$ cat config.mk
export PLATFORM = sky130hd
export DESIGN_NAME = ex_muldiv
export DESIGN_NICKNAME = d
export VERILOG_FILES = /design/src/rtl/muldiv_pkg.sv /design/src/rtl/ex_muldiv.sv
export SDC_FILE = /design/constraint.sdc
export NUM_CORES = 1
export LEC_CHECK = 0
export ABC_AREA = 1
export BUFFER_PORTS_ARGS = -buffer_cell sky130_fd_sc_hd__buf_2
export CAP_MARGIN = 20
export CELL_PAD_IN_SITES_DETAIL_PLACEMENT = 0
export CELL_PAD_IN_SITES_GLOBAL_PLACEMENT = 1
export CORE_MARGIN = 1.5
export CORE_UTILIZATION = 39
export CTS_CLUSTER_DIAMETER = 40
export DETAILED_ROUTE_END_ITERATION = 8
export PLACE_DENSITY_LB_ADDON = 0.1
export SYNTH_ARGS = -nofsm -noshare
export SYNTH_HDL_FRONTEND = slang
export SYNTH_SLANG_ARGS = --single-unit
$ cat constraint.sdc
create_clock -name clk -period 5.3 [get_ports clk]
set_input_delay 0.53 -clock clk [delete_from_list [all_inputs] [get_ports clk]]
set_output_delay 0.53 -clock clk [all_outputs]
set_load 0.1 [all_outputs]
$ cat src/rtl/muldiv_pkg.sv
// Shared op encodings, iteration count and FSM states for the iterative
// RV32M multiply/divide unit.
package muldiv_pkg;
    localparam int unsigned ITERATIONS = 32;
    localparam int unsigned CNT_W      = 6;
    localparam logic [CNT_W-1:0] LAST_ITER = CNT_W'(ITERATIONS - 1);

    typedef enum logic [2:0] {
        OP_MUL    = 3'd0,
        OP_MULH   = 3'd1,
        OP_MULHSU = 3'd2,
        OP_MULHU  = 3'd3,
        OP_DIV    = 3'd4,
        OP_DIVU   = 3'd5,
        OP_REM    = 3'd6,
        OP_REMU   = 3'd7
    } op_e;

    typedef enum logic [1:0] {
        ST_IDLE = 2'd0,
        ST_BUSY = 2'd1,
        ST_DONE = 2'd2
    } state_e;

    function automatic logic op_is_div(input op_e op);
        return (op == OP_DIV) || (op == OP_DIVU) || (op == OP_REM) || (op == OP_REMU);
    endfunction

    function automatic logic a_is_signed(input op_e op);
        return (op == OP_MULH) || (op == OP_MULHSU) || (op == OP_DIV) || (op == OP_REM);
    endfunction

    function automatic logic b_is_signed(input op_e op);
        return (op == OP_MULH) || (op == OP_DIV) || (op == OP_REM);
    endfunction
endpackage

$ cat src/rtl/ex_muldiv.sv
// EX-stage iterative multiply/divide: one radix-2 step per clock on magnitudes,
// a single 64-bit shift register and one 33-bit adder shared by MUL* and DIV*.
module ex_muldiv
    import muldiv_pkg::*;
(
    input  logic        clk,
    input  logic        reset,
    input  logic        i_valid,
    input  logic [2:0]  i_op,
    input  logic [31:0] i_A,
    input  logic [31:0] i_B,
    input  logic [4:0]  i_rd,
    input  logic        i_flush,
    output logic        o_stall,
    output logic        o_done,
    output logic [31:0] o_result,
    output logic [4:0]  o_rd
);
    state_e           state_q, state_d;
    logic [CNT_W-1:0] cnt_q, cnt_d;
    op_e              op_q, op_d;
    logic [63:0]      acc_q, acc_d;
    logic [31:0]      opnd_q, opnd_d;
    logic             neg_q, neg_d;
    logic [4:0]       rd_pend_q, rd_pend_d;
    logic [31:0]      result_q, result_d;
    logic [4:0]       rd_q, rd_d;

    op_e         in_op;
    logic        a_neg, b_neg;
    logic [31:0] a_mag, b_mag;
    logic        accept;
    logic        div_mode;
    logic [32:0] add_a, add_b, add_sum;
    logic        add_co;
    logic [63:0] iter_val;
    logic [31:0] prod_hi_neg;
    logic [31:0] final_res;

    assign in_op  = op_e'(i_op);
    assign a_neg  = a_is_signed(in_op) & i_A[31];
    assign b_neg  = b_is_signed(in_op) & i_B[31];
    assign a_mag  = a_neg ? (~i_A + 32'd1) : i_A;
    assign b_mag  = b_neg ? (~i_B + 32'd1) : i_B;
    assign accept = (state_q == ST_IDLE) && i_valid && !i_flush;

    // Shared adder: add multiplicand to the upper half, or subtract the
    // divisor from the shifted partial remainder (carry-out = no borrow).
    assign div_mode = op_is_div(op_q);
    assign add_a    = div_mode ? acc_q[63:31] : {1'b0, acc_q[63:32]};
    assign add_b    = div_mode ? ~{1'b0, opnd_q} : {1'b0, opnd_q};
    assign {add_co, add_sum} = {1'b0, add_a} + {1'b0, add_b} + {33'd0, div_mode};

    always_comb begin
        if (div_mode) begin
            iter_val = add_co ? {add_sum[31:0], acc_q[30:0], 1'b1} : {acc_q[62:0], 1'b0};
        end else begin
            iter_val = acc_q[0] ? {add_sum, acc_q[31:1]} : {1'b0, acc_q[63:1]};
        end
    end

    // Upper half of the 64-bit two's complement: carry in only when the low half is zero.
    assign prod_hi_neg = ~iter_val[63:32] + {31'd0, (iter_val[31:0] == 32'd0)};

    always_comb begin
        final_res = iter_val[31:0];
        case (op_q)
            OP_MUL:                       final_res = iter_val[31:0];
            OP_MULH, OP_MULHSU, OP_MULHU: final_res = neg_q ? prod_hi_neg : iter_val[63:32];
            OP_DIV, OP_DIVU:              final_res = neg_q ? (~iter_val[31:0] + 32'd1) : iter_val[31:0];
            default:                      final_res = neg_q ? (~iter_val[63:32] + 32'd1) : iter_val[63:32];
        endcase
    end

    always_comb begin
        state_d   = state_q;
        cnt_d     = cnt_q;
        op_d      = op_q;
        acc_d     = acc_q;
        opnd_d    = opnd_q;
        neg_d     = neg_q;
        rd_pend_d = rd_pend_q;
        result_d  = result_q;
        rd_d      = rd_q;
        case (state_q)
            ST_IDLE: begin
                if (accept) begin
                    state_d   = ST_BUSY;
                    cnt_d     = '0;
                    op_d      = in_op;
                    rd_pend_d = i_rd;
                    if (op_is_div(in_op)) begin
                        acc_d  = {32'd0, a_mag};
                        opnd_d = b_mag;
                        // A zero divisor must yield an all-ones quotient, so no sign fix-up.
                        if ((in_op == OP_REM) || (in_op == OP_REMU)) begin
                            neg_d = a_neg;
                        end else begin
                            neg_d = (a_neg ^ b_neg) && (i_B != 32'd0);
                        end
                    end else begin
                        acc_d  = {32'd0, b_mag};
                        opnd_d = a_mag;
                        neg_d  = a_neg ^ b_neg;
                    end
                end
            end
            ST_BUSY: begin
                if (i_flush) begin
                    state_d = ST_IDLE;
                end else begin
                    acc_d = iter_val;
                    cnt_d = cnt_q + 1'b1;
                    if (cnt_q == LAST_ITER) begin
                        state_d  = ST_DONE;
                        result_d = final_res;
                        rd_d     = rd_pend_q;
                    end
                end
            end
            ST_DONE: state_d = ST_IDLE;
            default: state_d = ST_IDLE;
        endcase
    end

    always_ff @(posedge clk or posedge reset) begin
        if (reset) begin
            state_q   <= ST_IDLE;
            cnt_q     <= '0;
            op_q      <= OP_MUL;
            acc_q     <= '0;
            opnd_q    <= '0;
            neg_q     <= 1'b0;
            rd_pend_q <= '0;
            result_q  <= '0;
            rd_q      <= '0;
        end else begin
            state_q   <= state_d;
            cnt_q     <= cnt_d;
            op_q      <= op_d;
            acc_q     <= acc_d;
            opnd_q    <= opnd_d;
            neg_q     <= neg_d;
            rd_pend_q <= rd_pend_d;
            result_q  <= result_d;
            rd_q      <= rd_d;
        end
    end

    // Stall drops in DONE so the pipeline consumes the result that cycle.
    assign o_stall  = !reset && (accept || (state_q == ST_BUSY));
    assign o_done   = !reset && (state_q == ST_DONE) && !i_flush;
    assign o_result = result_q;
    assign o_rd     = rd_q;
endmodule
==> results of run 1 <==
==> state kept, by name (all words and copies together) (netlist names) <==
| signal | flops |
|---|---|
| op_q | 3 |
| state_q | 2 |
| opnd_q | 32 |
| neg_q | 1 |
| o_rd | 5 |
| o_result | 32 |
| rd_pend_q | 5 |
| cnt_q | 6 |
| acc_q | 64 |
==> critical path, delay by kind of cell (launching register included) <==
family,cells,cell delay [ns]
buffers and inverters,5,0.53
and+or+nand+nor,24,2.46
adders and majority gates,4,0.95
DFF,1,0.49
AOI/OAI and AO/OA,3,0.49
==> layout make-up <==
class	instances	area, µm²	area share [%]
inverters	401	1510	8.177
multi-input cells	1987	10180	55.15
flip-flops and latches	150	3759	20.35
repair buffers	263	1727	9.349
clock inverters	15	206.4	1.118
well taps	525	656.9	3.557
clock buffers	17	425.4	2.303
==> metal layers <==
layer  up-vias  global-route usage (%)  share of wire, %
li1       8866                       -                 -
met4         6                   10.61               3.1
met5         -                       0             0.048
met1      8628                   43.12                42
met3       111                   4.858               6.1
met2       630                   58.79                49
==> worst paths after layout <==
path	end	slack, ns	start	cells after the start
worst max register to register	o_result[14]	0.23	op_q[2]	36
worst min register to register	o_rd[2]	0.48	rd_pend_q[2]	2
worst min-delay path	acc_q[8]	0.12	reset	2
max in group asynchronous	op_q[2]	3.93	reset	3
min in group clk	rd_pend_q[1]	0.26	i_rd[1]	3
worst max-delay path	o_result[14]	0.23	op_q[2]	36
==> per-stage QoR <==
stage	TNS [ns]	worst slack (ns)	power [W]	std cells
3_5_place_dp	-0.3950	-0.1175	0.009563	3321
6_report	0	0.2334	0.01111	3358
2_1_floorplan	0	0.007158	0.006483	2637
5_1_grt	-0.1654	-0.07007	0.01192	3358
3_3_place_gp	-0.07604	-0.03838	0.009556	3321
4_1_cts	0	0.01633	0.01093	3353
==> repair_timing <==
action	CTS	global route
setup buffers	0	5
resized for setup	6	24
endpoints found under the setup margin	8	31
hold buffers	0	0
pin swaps	1	7
==> cell usage after synthesis, types with 23 or more instances <==
| cell | instances | area (µm²) |
|---|---|---|
| dfrtp_1 | 150 | 3754 |
| xor2_1 | 88 | 770.7 |
| nor3_1 | 31 | 155.2 |
| nand3_1 | 210 | 1051 |
| nand2_1 | 830 | 3115 |
| nor2_1 | 223 | 837.1 |
| clkbuf_1 | 67 | 251.5 |
| inv_1 | 380 | 1426 |
| o221ai_1 | 44 | 385.4 |
| a21oi_1 | 125 | 625.6 |
| a22oi_1 | 31 | 232.7 |
| ha_1 | 38 | 475.5 |
| o21ai_0 | 116 | 580.6 |
| nand2_2 | 29 | 181.4 |
| o22ai_1 | 32 | 200.2 |
| xnor2_1 | 24 | 210.2 |
| nand4_1 | 37 | 231.5 |
| o211ai_1 | 23 | 172.7 |
==> power groups by stage <==
stage | clock network, W | registers, W | logic [W]
after floorplan | 0 | 0.00157 | 0.00491
after global placement | 0 | 0.00177 | 0.00779
after detailed placement | 0 | 0.00176 | 0.00780
after CTS | 0.00134 | 0.00174 | 0.00785
after global routing | 0.00138 | 0.00177 | 0.00877
final | 0.00132 | 0.00175 | 0.00805
==> cell families after synthesis <==
| family | Yosys count | synth area share, % |
|---|---|---|
| and+or+nand+nor | 1418 | 38.18 |
| buffers and inverters | 500 | 12.34 |
| AOI/OAI and AO/OA | 417 | 16.14 |
| DFF | 150 | 23.89 |
| xor gates and xnor gates | 112 | 6.242 |
| adders and majority gates | 39 | 3.153 |
| muxes | 1 | 0.06370 |
==> impl_results.md, run 1 <==
* Run status: completed
* Peak supply drop at approximately 0.26 mV
* First-iteration detailed-routing DRC count at roughly 1600
* Cell area reported after detailed placement at 17690 µm²
* Vias per Instance at 5.432
* Number of buffers added on ports at 114
* Max Cap Viol at 0
* Weighted congestion reported at the end of routability-driven placement at 0.9873
* Unrepaired setup endpoints after global routing: yes
* Portion of total power attributed to the clock network at 11.8%
* Proportion of register bits with asynchronous set or reset after synthesis at 100.0%
* Maximum buffer depth of the clock tree at 2
* Fin Clk Skew at 0.01381 ns
* Post-detailed-route DRC marker count at 0
* Reg power frac at 15.7%
* Util after Layout at a little under half
* DPL Wire Length at 56690 µm
* Leakage at slightly below 10 nW
* Hold violation total from the final report at 0
* Antenna diode count at 0
* Cell at the root of the clock tree: clkbuf_16
* Clock net sink count at 150
* Highest-delay cell along the critical path: dfrtp_4
* Residual overflow from global routing at 0
* Count of cell types in the netlist at 54
* Largest incremental delay on the critical path at 0.49 ns
* Post-route standard cell area excluding fillers at 18470 µm²
* PwrDens at 601.8 nW/µm²
* Die Ht at 203.7 µm
* Clock tree from TritonCTS: built
* Internal portion of total power at 0.004732 W
* H-tree depth at 4
* Number of max-slew violations in the final report at 0
* Count of flip-flops with a built-in enable after synthesis at 0
* Setup crit end kind: flop
* Global-route wire length before repair at 104000 µm
* Main flop type after synthesis: dfrtp_1
* Clock edge transition at the registers on the reported setup and hold paths at 0.07 ns
* Final setup violation count at 0
* Commonest non-fill, non-tap cells in the layout: nand2_1 (821), inv_1 (378), nor2_1 (217), nand3_1 (201), dfrtp_1 (148)
* Vias in the first global route at 16930
* Most common cell after layout, fill and taps aside: nand2_1
* Wirelength per Cell at 20.99 µm
* Final critical delay including setup and external delays at approximately 5 ns
* Fin Hold WS at 0.1201 ns
* HP Class: input pin to asynchronous set/reset pin
* Number of top-level pins at about 120
* Post-Synthesis Net Count at 2752
* Core ar. at 39730 µm²
* Vias after detailed routing at 18240
* Switching Fraction at between 50% and 60%
* Combinational share of power at 72.4%
* Share of synthesized area occupied by flip-flops and latches at 23.89%
* Layout area overhead at 17.52%
* Initial cell density of the core at approximately two fifths
* Clk_lat worst skew at 0.46 ns
* Area enclosed by the die boundary at 41510 µm²
* Category of the worst setup path launch point: flop
* Number of placement rows at 73
* Post-route antenna net violation count at 0
* Ratio of final minimum period to clock period at 95.60%
* Number of antenna violations at the first check in global routing at 3
* Initial DRT Pass Iterations at 6
* Layout filler cell count at 4391
* Gate Count Post-Synth at 2637
* Pin count of the biggest net entering global routing at 55
* Proportion of layout cells with a drive suffix above 1 at 14.93%
* Count of nets after finishing at 2935
* GR Util All Layers at 33.88%
* Slew HR at 26.02%
* Clock buffer count from CTS at 17
* Syn Std Cell Area at 15720 µm²
* Data arrival, critical path at roughly 5.4 ns
* Highest clock rate at 197.4 MHz
* Number of flip-flops and latches in the synthesized netlist at 150
* Synth Warn # at 0
* WS Path Type: flop to flop
* Crit-path most repeated cell: nand2_1
* Switching power summed over all nets at 0.006382 W
* Required time of the worst setup path at 5.63 ns
* Die Wd at around 200 µm
* Post-synthesis average cell area at 5.959 µm²
* Final WL at 70490 µm
* Crit Path Max Fanout at 15
* Transition time at the pin with the least slew margin at 1.103 ns
(Power assumes the default switching activity.)
==> run 2, diff against run 1 <==
Settings changed: CORE_UTILIZATION 39 to 40, TNS_END_PERCENT set to 100.
Clock period 5.3 ns to 5.55 ns, I/O delays scaled along.
==> run 2 against run 1 <==
Total power fell by 8.8%. Global-route usage rose by 0.16 points. Worst hold slack better by 0.15 ns. Sequential share of layout area up 0.56 points. Count of clock-buffer cells in the layout is the same. First-iteration DRC count rose by 0.43%. Clock skew fell by 0.00091 ns. Register-to-register slack about the same. Flip-flop and latch count unchanged.
==> impl_results.md, run 2 (synthesis gave the netlist of run 1 again) <==
* Routed length on met3 at 4177 µm (-2.6%)
* Vias in the first global route at 17270 (+2.0%)
* Vias per Instance at 5.438 (+0.11%)
* Post-detailed-route DRC marker count at 0 (unchanged)
* Clock net sink count at 150 (unchanged)
* Crit Path Max Fanout at 5 (-10)
* Clock tree from TritonCTS: built
* Data arrival, critical path at 5.73 ns (+0.33 ns)
* Routed length on met1 at 28550 µm (-3.4%)
* H-tree depth at 4 (unchanged)
* Count of nets after finishing at 2882 (-1.8%)
* WS Path Type: flop to flop
* Setup crit end kind: flop
* Cell at the root of the clock tree: clkbuf_16
* Slew HR at 34.44% (+8.4 points)
* Global-route wire length before repair at 103600 µm (-0.42%)
* Post-route antenna net violation count at 0 (unchanged)
* Vias after detailed routing at 17940 (-1.7%)
* Clock buffer count from CTS at 17 (unchanged)
* Fin Clk Skew at 0.01290 ns (-0.0009093 ns)
* Number of max-slew violations in the final report at 0 (unchanged)
* Highest clock rate at 187.9 MHz (-4.8%)
* Core ar. at 38740 µm² (-2.5%)
* Maximum buffer depth of the clock tree at 2 (unchanged)
* Die Ht at 201.2 µm (-1.2%)
* Register with the most flip-flops: acc_q
* First-iteration detailed-routing DRC count at 1642 (+0.43%)
* Antenna diode count at 0 (unchanged)
* HP Class: input pin to asynchronous set/reset pin
* Post-route standard cell area excluding fillers at 17970 µm² (-2.7%)
* Pwr Total at 0.01014 W (-8.8%)
* Ratio of final minimum period to clock period at 95.88% (+0.28 points)
* Final cell count without fillers at 3298 (-1.8%)
* Pin count of the biggest net entering global routing at 102 (+85%)
* Final critical delay including setup and external delays at 5.321 ns (+0.2547 ns)
* Flip-flop count of the largest register, all copies and words added at 64 (unchanged)
* PwrDens at 564.0 nW/µm² (-6.3%)
* Peak supply drop at 0.3162 mV (+22%)
* Number of buffers added on ports at 114 (unchanged)
* Max Cap Viol at 0 (unchanged)
* Highest layer used for signal routing: met5
* Category of the worst setup path launch point: flop
* Initial cell density of the core at 40.57% (+1.0 points)
* GR Util All Layers at 34.04% (+0.16 points)
* Crit-path most repeated cell: nand2_1
* Largest incremental delay on the critical path at 0.49 ns (about the same)
* Placed insts at 3245 (-2.3%)
* Residual overflow from global routing at 0 (unchanged)
* Final WL at 69080 µm (-2.0%)
* Commonest non-fill, non-tap cells in the layout: nand2_1 (825), inv_1 (378), nor2_1 (218), nand3_1 (203), dfrtp_1 (148)
* DPL Wire Length at 55760 µm (-1.6%)
* Number of top-level pins at 115 (unchanged)
* Most common cell after layout, fill and taps aside: nand2_1
* Layout area overhead at 14.36%
* Clock edge transition at the registers on the reported setup and hold paths at 0.07 ns (about the same)
* Highest-delay cell along the critical path: dfrtp_4
* Die Wd at 201.2 µm (-1.2%)
* Proportion of layout cells with a drive suffix above 1 at 13.02% (-1.9 points)
* Run status: completed
* Number of placement rows at 72 (-1.4%)
* Wirelength per Cell at 20.95 µm (-0.22%)
* Cell area reported after detailed placement at 17120 µm² (-3.3%)
* Required time of the worst setup path at 5.95 ns (+0.32 ns)
* Transition time at the pin with the least slew margin at 0.9834 ns (-0.1195 ns)
* Weighted congestion reported at the end of routability-driven placement at 0.9993 (+1.2%)
* Leakage at 9.551 nW (-2.9%)
* Number of antenna violations at the first check in global routing at 2 (-1)
* Clk_lat worst skew at 0.47 ns (about the same)
* Hold violation total from the final report at 0 (unchanged)
* Final setup violation count at 0 (unchanged)
* Initial DRT Pass Iterations at 6 (unchanged)
* Layout filler cell count at 4280 (-2.5%)
* Area enclosed by the die boundary at 40490 µm² (-2.5%)
* Detailed route wirelength on metal2 at 34060 µm (-1.1%)
run 2: timing repair:
| action | 4_1_cts | 5_1_grt |
|---|---|---|
| pin swaps | 0 | 18 |
| hold buffers | 0 | 0 |
| gates resized for setup | 4 | 37 |
| buffers inserted | 1 | 20 |
| endpoints found under the setup margin | 2 | 20 |
run 2: through the flow:
stage / setup TNS [ns] / hold WS [ns] / setup WS [ns] / util (%)
global route: -0.1743 / 0.2924 / -0.03900 / 46.40
CTS: 0 / 0.2638 / 0.05031 / 45.68
floorplan: 0 / 0.4422 / 0.002315 / -
global placement: -0.1208 / 0.4565 / -0.09027 / 44.18
finish: 0 / 0.2682 / 0.2287 / 46.40
detailed placement: -0.3471 / 0.4607 / -0.2063 / 44.18
run 2: path summary, 6_finish.rpt:
path	startpoint	to	slack [ns]	depth (start not counted)
setup / recovery	op_q[2]	o_result[18]	0.23	35
hold reg to reg	o_result[3]	o_result[3]	0.48	2
min in group clk	i_rd[4]	rd_pend_q[4]	0.28	3
setup reg to reg	op_q[2]	o_result[18]	0.23	35
hold / removal	reset	state_q[1]	0.27	2
max in group asynchronous	reset	acc_q[53]	4.03	3
run 2: layout make-up:
cell class / count / area [µm²] / share of cell area, %
clock buffer: 17 / 425.4 / 2.367
clock inverter: 15 / 140.1 / 0.7797
inverter: 401 / 1510 / 8.403
multi-input combinational: 1987 / 10150 / 56.47
sequential: 150 / 3759 / 20.91
tap: 518 / 648.1 / 3.606
timing repair buffer: 210 / 1340 / 7.456
run 2: where the power goes:
| group | internal, W | total, W | switching (W) |
|---|---|---|---|
| clock | 0.000626 | 0.00118 | 0.000550 |
| combinational | 0.00227 | 0.00730 | 0.00503 |
| sequential | 0.00135 | 0.00166 | 0.000315 |
run 2: per-layer routing:
metal	vias to the layer above	GRT usage, %
met3	106	3.661
met5	-	0
li1	8746	-
met1	8485	42.91
met4	4	12.02
met2	594	60.08
run 2: worst max-delay path, delay by kind of cell (launching register included):
family | cells | cell delay [ns]
flops | 1 | 0.49
compound gates | 2 | 0.50
xor+xnor | 1 | 0.17
fa+ha+maj | 4 | 0.96
buf+inv | 5 | 0.59
simple gates | 23 | 2.56
